## config.mk

```make
export PLATFORM = sky130hd
export DESIGN_NAME = mem_access_unit
export DESIGN_NICKNAME = d
export VERILOG_FILES = /design/src/rtl/mem_pkg.sv /design/src/rtl/mem_lane_align.sv /design/src/rtl/mem_access_unit.sv
export SDC_FILE = /design/constraint.sdc
export NUM_CORES = 1
export LEC_CHECK = 0
export ABC_AREA = 1
export BUFFER_PORTS_ARGS = -buffer_cell sky130_fd_sc_hd__buf_2
export CAP_MARGIN = 40
export CORE_AREA = 2 2 239 241
export DETAILED_ROUTE_END_ITERATION = 10
export DIE_AREA = 0 0 241 243
export PLACE_DENSITY_LB_ADDON = 0.3
export SETUP_SLACK_MARGIN = 0.4
export SLEW_MARGIN = 0
export SYNTH_ARGS = -nofsm -noshare
export SYNTH_HDL_FRONTEND = slang
export SYNTH_SLANG_ARGS = --single-unit
```

## constraint.sdc

```tcl
create_clock -name clk -period 7.8 [get_ports clk]
set_clock_uncertainty 0.2 [all_clocks]
set_input_delay 0.78 -clock clk [delete_from_list [all_inputs] [get_ports clk]]
set_output_delay 0.78 -clock clk [all_outputs]
set_load 0.01 [all_outputs]
```

## src/rtl/mem_pkg.sv

```systemverilog
// Shared definitions for the memory-access stage: the M_Ctrl bit map, the
// access-size encoding, the MEM FSM states and a size helper.
package mem_pkg;

  // M_Ctrl bit positions.
  localparam int unsigned MCtrlReadBit     = 0;
  localparam int unsigned MCtrlWriteBit    = 1;
  localparam int unsigned MCtrlSizeLo      = 2;
  localparam int unsigned MCtrlSizeHi      = 3;
  localparam int unsigned MCtrlUnsignedBit = 4;

  // Access size as encoded in M_Ctrl[3:2].
  typedef enum logic [1:0] {
    SizeB = 2'b00,
    SizeH = 2'b01,
    SizeW = 2'b10,
    SizeD = 2'b11
  } mem_size_e;

  // MEM stage FSM states.
  typedef enum logic [0:0] {
    StIdle    = 1'b0,
    StWaitRsp = 1'b1
  } mem_state_e;

  // Number of bytes touched by an access of the given size.
  function automatic int unsigned size_bytes(input mem_size_e size);
    return 32'd1 << size;
  endfunction

endpackage

```

## src/rtl/mem_lane_align.sv

```systemverilog
// Combinational byte-lane steering for the memory-access stage.
// Store side: byte enables and lane-replicated write data.
// Load side: pick the addressed bytes out of the read word and extend them.
// The offset is always forced to natural alignment for the access size, so a
// request can never straddle the 64-bit word.
module mem_lane_align
  import mem_pkg::*;
#(
  parameter int unsigned REG_WIDTH = 64
) (
  input  logic [$clog2(REG_WIDTH/8)-1:0] offset,
  input  mem_size_e                      size,
  input  logic                           unsigned_ld,
  input  logic [REG_WIDTH-1:0]           store_data,
  input  logic [REG_WIDTH-1:0]           load_word,
  output logic [REG_WIDTH/8-1:0]         wstrb,
  output logic [REG_WIDTH-1:0]           wdata,
  output logic [REG_WIDTH-1:0]           load_data
);

  localparam int unsigned NumBytes = REG_WIDTH / 8;
  localparam int unsigned OffW     = $clog2(NumBytes);

  logic [OffW-1:0]      mask;
  logic [OffW-1:0]      lane;
  logic [NumBytes-1:0]  strb_base;
  logic [REG_WIDTH-1:0] shifted;

  // Naturally aligned starting lane: clear the low log2(size) offset bits.
  always_comb begin
    mask = OffW'(size_bytes(size) - 32'd1);
    lane = offset & ~mask;
  end

  // Byte enables start at the aligned lane; store data is replicated so that
  // every lane carries the low size bytes of the source register.
  always_comb begin
    strb_base = '0;
    wdata     = store_data;
    unique case (size)
      SizeB: begin
        strb_base = NumBytes'(1);
        wdata     = {NumBytes{store_data[7:0]}};
      end
      SizeH: begin
        strb_base = NumBytes'(3);
        wdata     = {(NumBytes / 2){store_data[15:0]}};
      end
      SizeW: begin
        strb_base = NumBytes'(15);
        wdata     = {(NumBytes / 4){store_data[31:0]}};
      end
      default: begin
        strb_base = '1;
        wdata     = store_data;
      end
    endcase
    wstrb = strb_base << lane;
  end

  // Bring the addressed lane down to bit 0, then zero- or sign-extend.
  always_comb begin
    shifted = load_word >> {lane, 3'b000};
    unique case (size)
      SizeB:   load_data = {{(REG_WIDTH - 8){~unsigned_ld & shifted[7]}}, shifted[7:0]};
      SizeH:   load_data = {{(REG_WIDTH - 16){~unsigned_ld & shifted[15]}}, shifted[15:0]};
      SizeW:   load_data = {{(REG_WIDTH - 32){~unsigned_ld & shifted[31]}}, shifted[31:0]};
      default: load_data = shifted;
    endcase
  end

endmodule

```

## src/rtl/mem_access_unit.sv

```systemverilog
// MEM pipeline stage: issues load/store requests on a valid/ready memory port,
// waits for read responses, and registers the MEM/WB slot. While the stage is
// stalled it holds upstream and pushes a bubble (valid_out=0) into MEM/WB.
// Optional build macro MISALIGN_TRAP_EN: misaligned accesses issue no request,
// complete in one cycle and raise the registered misalign_o flag. Without it,
// misaligned offsets are silently forced to natural alignment.
module mem_access_unit
  import mem_pkg::*;
#(
  parameter int unsigned PC_WIDTH     = 64,
  parameter int unsigned REG_WIDTH    = 64,
  parameter int unsigned M_Ctrl_bits  = 5,
  parameter int unsigned WB_Ctrl_bits = 5
) (
  input  logic                         clk,
  input  logic                         rst,
  input  logic [WB_Ctrl_bits-1:0]      WB_Ctrl_in,
  input  logic [M_Ctrl_bits-1:0]       M_Ctrl_in,
  input  logic [PC_WIDTH-1:0]          PC_in,
  input  logic [REG_WIDTH-1:0]         ALU_res_in,
  input  logic [REG_WIDTH-1:0]         rs2_data_in,
  input  logic [$clog2(REG_WIDTH)-1:0] rd_addr_in,
  output logic                         req_valid,
  input  logic                         req_ready,
  output logic                         req_we,
  output logic [REG_WIDTH-1:0]         req_addr,
  output logic [REG_WIDTH-1:0]         req_wdata,
  output logic [REG_WIDTH/8-1:0]       req_wstrb,
  input  logic                         rsp_valid,
  input  logic [REG_WIDTH-1:0]         rsp_rdata,
  output logic                         stall_o,
  output logic [WB_Ctrl_bits-1:0]      WB_Ctrl_out,
  output logic [PC_WIDTH-1:0]          PC_out,
  output logic [REG_WIDTH-1:0]         ALU_res_out,
  output logic [REG_WIDTH-1:0]         mem_data_out,
  output logic [$clog2(REG_WIDTH)-1:0] rd_addr_out,
  output logic                         valid_out
`ifdef MISALIGN_TRAP_EN
  ,
  output logic                         misalign_o
`endif
);

  localparam int unsigned NumBytes = REG_WIDTH / 8;
  localparam int unsigned OffW     = $clog2(NumBytes);

  mem_state_e state_q, state_d;

  logic            is_rd;
  logic            is_wr;
  logic            is_mem;
  logic            unsigned_ld;
  mem_size_e       size;
  logic [OffW-1:0] offset;
  logic            trap;
  logic            load_en;
  logic            take_rsp;

  logic [REG_WIDTH-1:0] load_data;

  // Decode M_Ctrl; a request with both read and write set is a write.
  assign is_rd       = M_Ctrl_in[MCtrlReadBit];
  assign is_wr       = M_Ctrl_in[MCtrlWriteBit];
  assign is_mem      = is_rd | is_wr;
  assign unsigned_ld = M_Ctrl_in[MCtrlUnsignedBit];
  assign size        = mem_size_e'(M_Ctrl_in[MCtrlSizeHi:MCtrlSizeLo]);
  assign offset      = ALU_res_in[OffW-1:0];

`ifdef MISALIGN_TRAP_EN
  logic [OffW-1:0] size_mask;
  logic            misaligned;

  // Any offset bit below the natural alignment of the size is a misalignment.
  always_comb begin
    size_mask  = OffW'(size_bytes(size) - 32'd1);
    misaligned = |(offset & size_mask);
    trap       = is_mem & misaligned;
  end
`else
  assign trap = 1'b0;
`endif

  // Request fields are word-aligned; steering happens in the lane aligner.
  assign req_addr = {ALU_res_in[REG_WIDTH-1:OffW], OffW'(0)};
  assign req_we   = req_valid & is_wr;

  mem_lane_align #(
    .REG_WIDTH(REG_WIDTH)
  ) u_lane_align (
    .offset     (offset),
    .size       (size),
    .unsigned_ld(unsigned_ld),
    .store_data (rs2_data_in),
    .load_word  (rsp_rdata),
    .wstrb      (req_wstrb),
    .wdata      (req_wdata),
    .load_data  (load_data)
  );

  // Next state, request/stall outputs and the MEM/WB load enable.
  always_comb begin
    state_d   = state_q;
    req_valid = 1'b0;
    stall_o   = 1'b0;
    load_en   = 1'b0;
    take_rsp  = 1'b0;

    unique case (state_q)
      StIdle: begin
        if (!is_mem || trap) begin
          load_en = 1'b1;
        end else begin
          req_valid = 1'b1;
          if (is_wr) begin
            // Stores retire on the handshake itself.
            if (req_ready) begin
              load_en = 1'b1;
            end else begin
              stall_o = 1'b1;
            end
          end else begin
            // Loads always stall here; the data comes back later.
            stall_o = 1'b1;
            if (req_ready) begin
              state_d = StWaitRsp;
            end
          end
        end
      end
      StWaitRsp: begin
        if (rsp_valid) begin
          load_en  = 1'b1;
          take_rsp = 1'b1;
          state_d  = StIdle;
        end else begin
          stall_o = 1'b1;
        end
      end
      default: state_d = StIdle;
    endcase

    // Keep the memory port and upstream quiet while in reset.
    if (rst) begin
      req_valid = 1'b0;
      stall_o   = 1'b0;
    end
  end

  // FSM state register; reset abandons any outstanding read.
  always_ff @(posedge clk or posedge rst) begin
    if (rst) begin
      state_q <= StIdle;
    end else begin
      state_q <= state_d;
    end
  end

  // MEM/WB register: load on completion, otherwise insert a bubble.
  always_ff @(posedge clk or posedge rst) begin
    if (rst) begin
      WB_Ctrl_out  <= '0;
      PC_out       <= '0;
      ALU_res_out  <= '0;
      mem_data_out <= '0;
      rd_addr_out  <= '0;
      valid_out    <= 1'b0;
    end else if (load_en) begin
      WB_Ctrl_out  <= WB_Ctrl_in;
      PC_out       <= PC_in;
      ALU_res_out  <= ALU_res_in;
      mem_data_out <= take_rsp ? load_data : '0;
      rd_addr_out  <= rd_addr_in;
      valid_out    <= 1'b1;
    end else begin
      valid_out    <= 1'b0;
    end
  end

`ifdef MISALIGN_TRAP_EN
  // Trap flag travels with the MEM/WB slot that reports it.
  always_ff @(posedge clk or posedge rst) begin
    if (rst) begin
      misalign_o <= 1'b0;
    end else begin
      misalign_o <= load_en & trap;
    end
  end
`endif

endmodule

```

==> impl_metrics.ini <==
[status]
status = finished, final reports clean

[sta]
drv_slew = 0
fmax_ghz = 0.2458
hold_violations = 0
layout_min_cycle_time_ns = 4.068
hold_ws_ns = 0.1775
worst_slew_pin_slew_ns = 0.9639
finalSetupViolCount = 0
max_slew_margin_pct = 35.74
fin_setup_tns_ns = 0
finalCritPeriodShare_pct = 52.15
rsz0062_at_grt = no

[drt]
drt-vias-per-instance = 4.286
drc_errors = 0
drt_iter0_markers = 752
routed.top_layer = met5
wl_met2_um = 24760
vias = 12506
met3_length_um = 4400
avgRoutedWirePerCell_um = 17.33
ant_nets = 0
dr.pass1.iters = 6
wl_met1_um = 18910
drt-total-wl_um = 50580

[hold_path]
hold_path_class = in -> async

[die]
start_util_pct = 20.68
die_area_um2 = 58560
fp.dieH_um = 243
rows = 87
io_pins = 619
core_area_um2 = 55950
die_w_um = 241

[global_route]
grt_pass1_vias = 12173
antenna_found_initial = 8
grt_start_max_net_pins = 206
grt_overflow = 0
grt_pass1_wl_um = 72530
grt_usage_pct = 16.36

[place]
placed_area_um2 = 14760
post-dp-hpwl_um = 39690
place_congestion = 0.9232
portBuffers = 615

[pwr]
ir_drop_uv = 129.3
power_density_nw_per_um2 = 227.4
p_leak_nw = 9.300

[clock_network]
clkSlewWorstSetupHoldPaths_ns = 0.06
cts_resized = 0
clockBufferDepth = 3
cts_buffers = 24
cts_hold_buf = 0
root_buffer = clkbuf_16
cts_sinks = 205
cts_tree = yes
cts_setup_buffers = 0
clk_latency_ns = 0.53
cts-htree-levels = 1

[logic_synthesis]
synth_area_um2 = 11570
synth-seq-cells = 205
synth.avg_cell_area_um2 = 6.982
synth_cells = 1657
yosysUniqueCellTypes = 31
ys_seq_area_share_pct = 44.34
yosys_warnings = 0

[finish]
stdcell_area_um2 = 15620
regArea_um2 = 5130
syn_to_final_growth_pct = 34.98
drive_above_1_share_pct = 31.97
finalNetCount = 2416
final_common_cell = nand2_1
multi_input_area_um2 = 4964
fill_cells = 6360
final_cell_mix = nand2_1, buf_2, dfrtp_1, inv_1, o21ai_0

[setup_path]
cp-end-kind = flop
crit_required_ns = 8.02
path_class = in -> reg
critPathLaunch = M_Ctrl_in[3]
crit_arrival_ns = 4.29
start_kind = input pin
ff2ff_setup_slack_ns = 5.28
regToRegStartpoint = state_q
crit_path_max_fanout = 83

[job]
drv_cap = 0
==> power breakdown <==
group          internal (mW)  switching (mW)  total, mW
Combinational          0.360           0.658       1.02
Clock                  0.723           0.466       1.19
Sequential              1.25          0.0969       1.34
==> worst max-delay path, cell delays in order <==
cell     delay [ns]
buf_2          0.35
inv_2          0.29
nand2_2        0.11
buf_4          0.61
inv_1          0.53
nand3_1        0.23
nand3_1        0.15
nand3_4        0.24
nand3_2        0.59
nand3_1        0.27
nand2_1        0.07
==> kinds of logic after synthesis <==
group	after synthesis	share of synthesized area (%)
buffers and inverters	294	12.96
AO/OA/AOI/OAI	183	9.485
other	1	0.03242
AND/OR/NAND/NOR	974	33.18
flip-flops	205	44.34
==> metal layers <==
metal / GRT usage (%) / vias to the layer above
met5: 0 / -
met4: 8.261 / 6
met3: 4.435 / 109
met2: 28.83 / 567
met1: 17.88 / 5772
li1: - / 6052
==> synthesized netlist by cell type, drive strengths merged <==
cell type  number  area, um^2
a211oi          3       22.52
a21oi          14       73.82
a221oi          4       35.03
a22oi           4       30.03
a31oi           1       6.260
buf           116       830.8
clkbuf         58       217.7
conb            1       3.750
dfrtp         205        5130
inv           120       450.4
nand2         822        3093
nand3          93       500.5
nand3b          1       7.510
nand4           1       6.260
nor2           56       226.5
nor3            1       5.000
o211ai         43       322.8
o21ai         103       534.3
o21bai          3       22.52
o22ai           8       50.05
==> metrics by stage <==
step           total power, mW  setup slack, ns  instances  util, %
2_1_floorplan            1.905            1.224       1659        -
3_3_place_gp             2.382            3.035       2865    26.20
3_5_place_dp             2.398            3.241       2870    26.38
4_1_cts                  3.622            3.798       2914    27.89
5_1_grt                  3.772            3.424       2917    27.90
6_report                 3.551            3.732       2918    27.91
==> state kept, by name, summed over array words and instances (netlist names) <==
register      cells
rd_addr_out       6
valid_out         1
PC_out           64
state_q           1
ALU_res_out      64
mem_data_out     64
WB_Ctrl_out       5
==> final cells by class <==
type                            count  share of cell area (%)
Sequential cell                   205                   32.85
Inverter                          120                   2.949
Clock inverter                      4                  0.3365
Antenna cell                        4                 0.06410
Clock buffer                       40                   5.072
Multi-Input combinational cell   1160                   31.79
Tap cell                          756                   6.058
Timing Repair Buffer              629                   20.88
==> worst paths after layout <==
path / cells after the start / endpoint
max in group asynchronous: 3 / PC_out[40]
min reg2reg: 2 / ALU_res_out[39]
min in group clk: 3 / PC_out[33]
max: 11 / mem_data_out[36]
min: 2 / ALU_res_out[17]
max reg2reg: 8 / PC_out[36]
No activity file was read; power rests on OpenSTA's default activity.
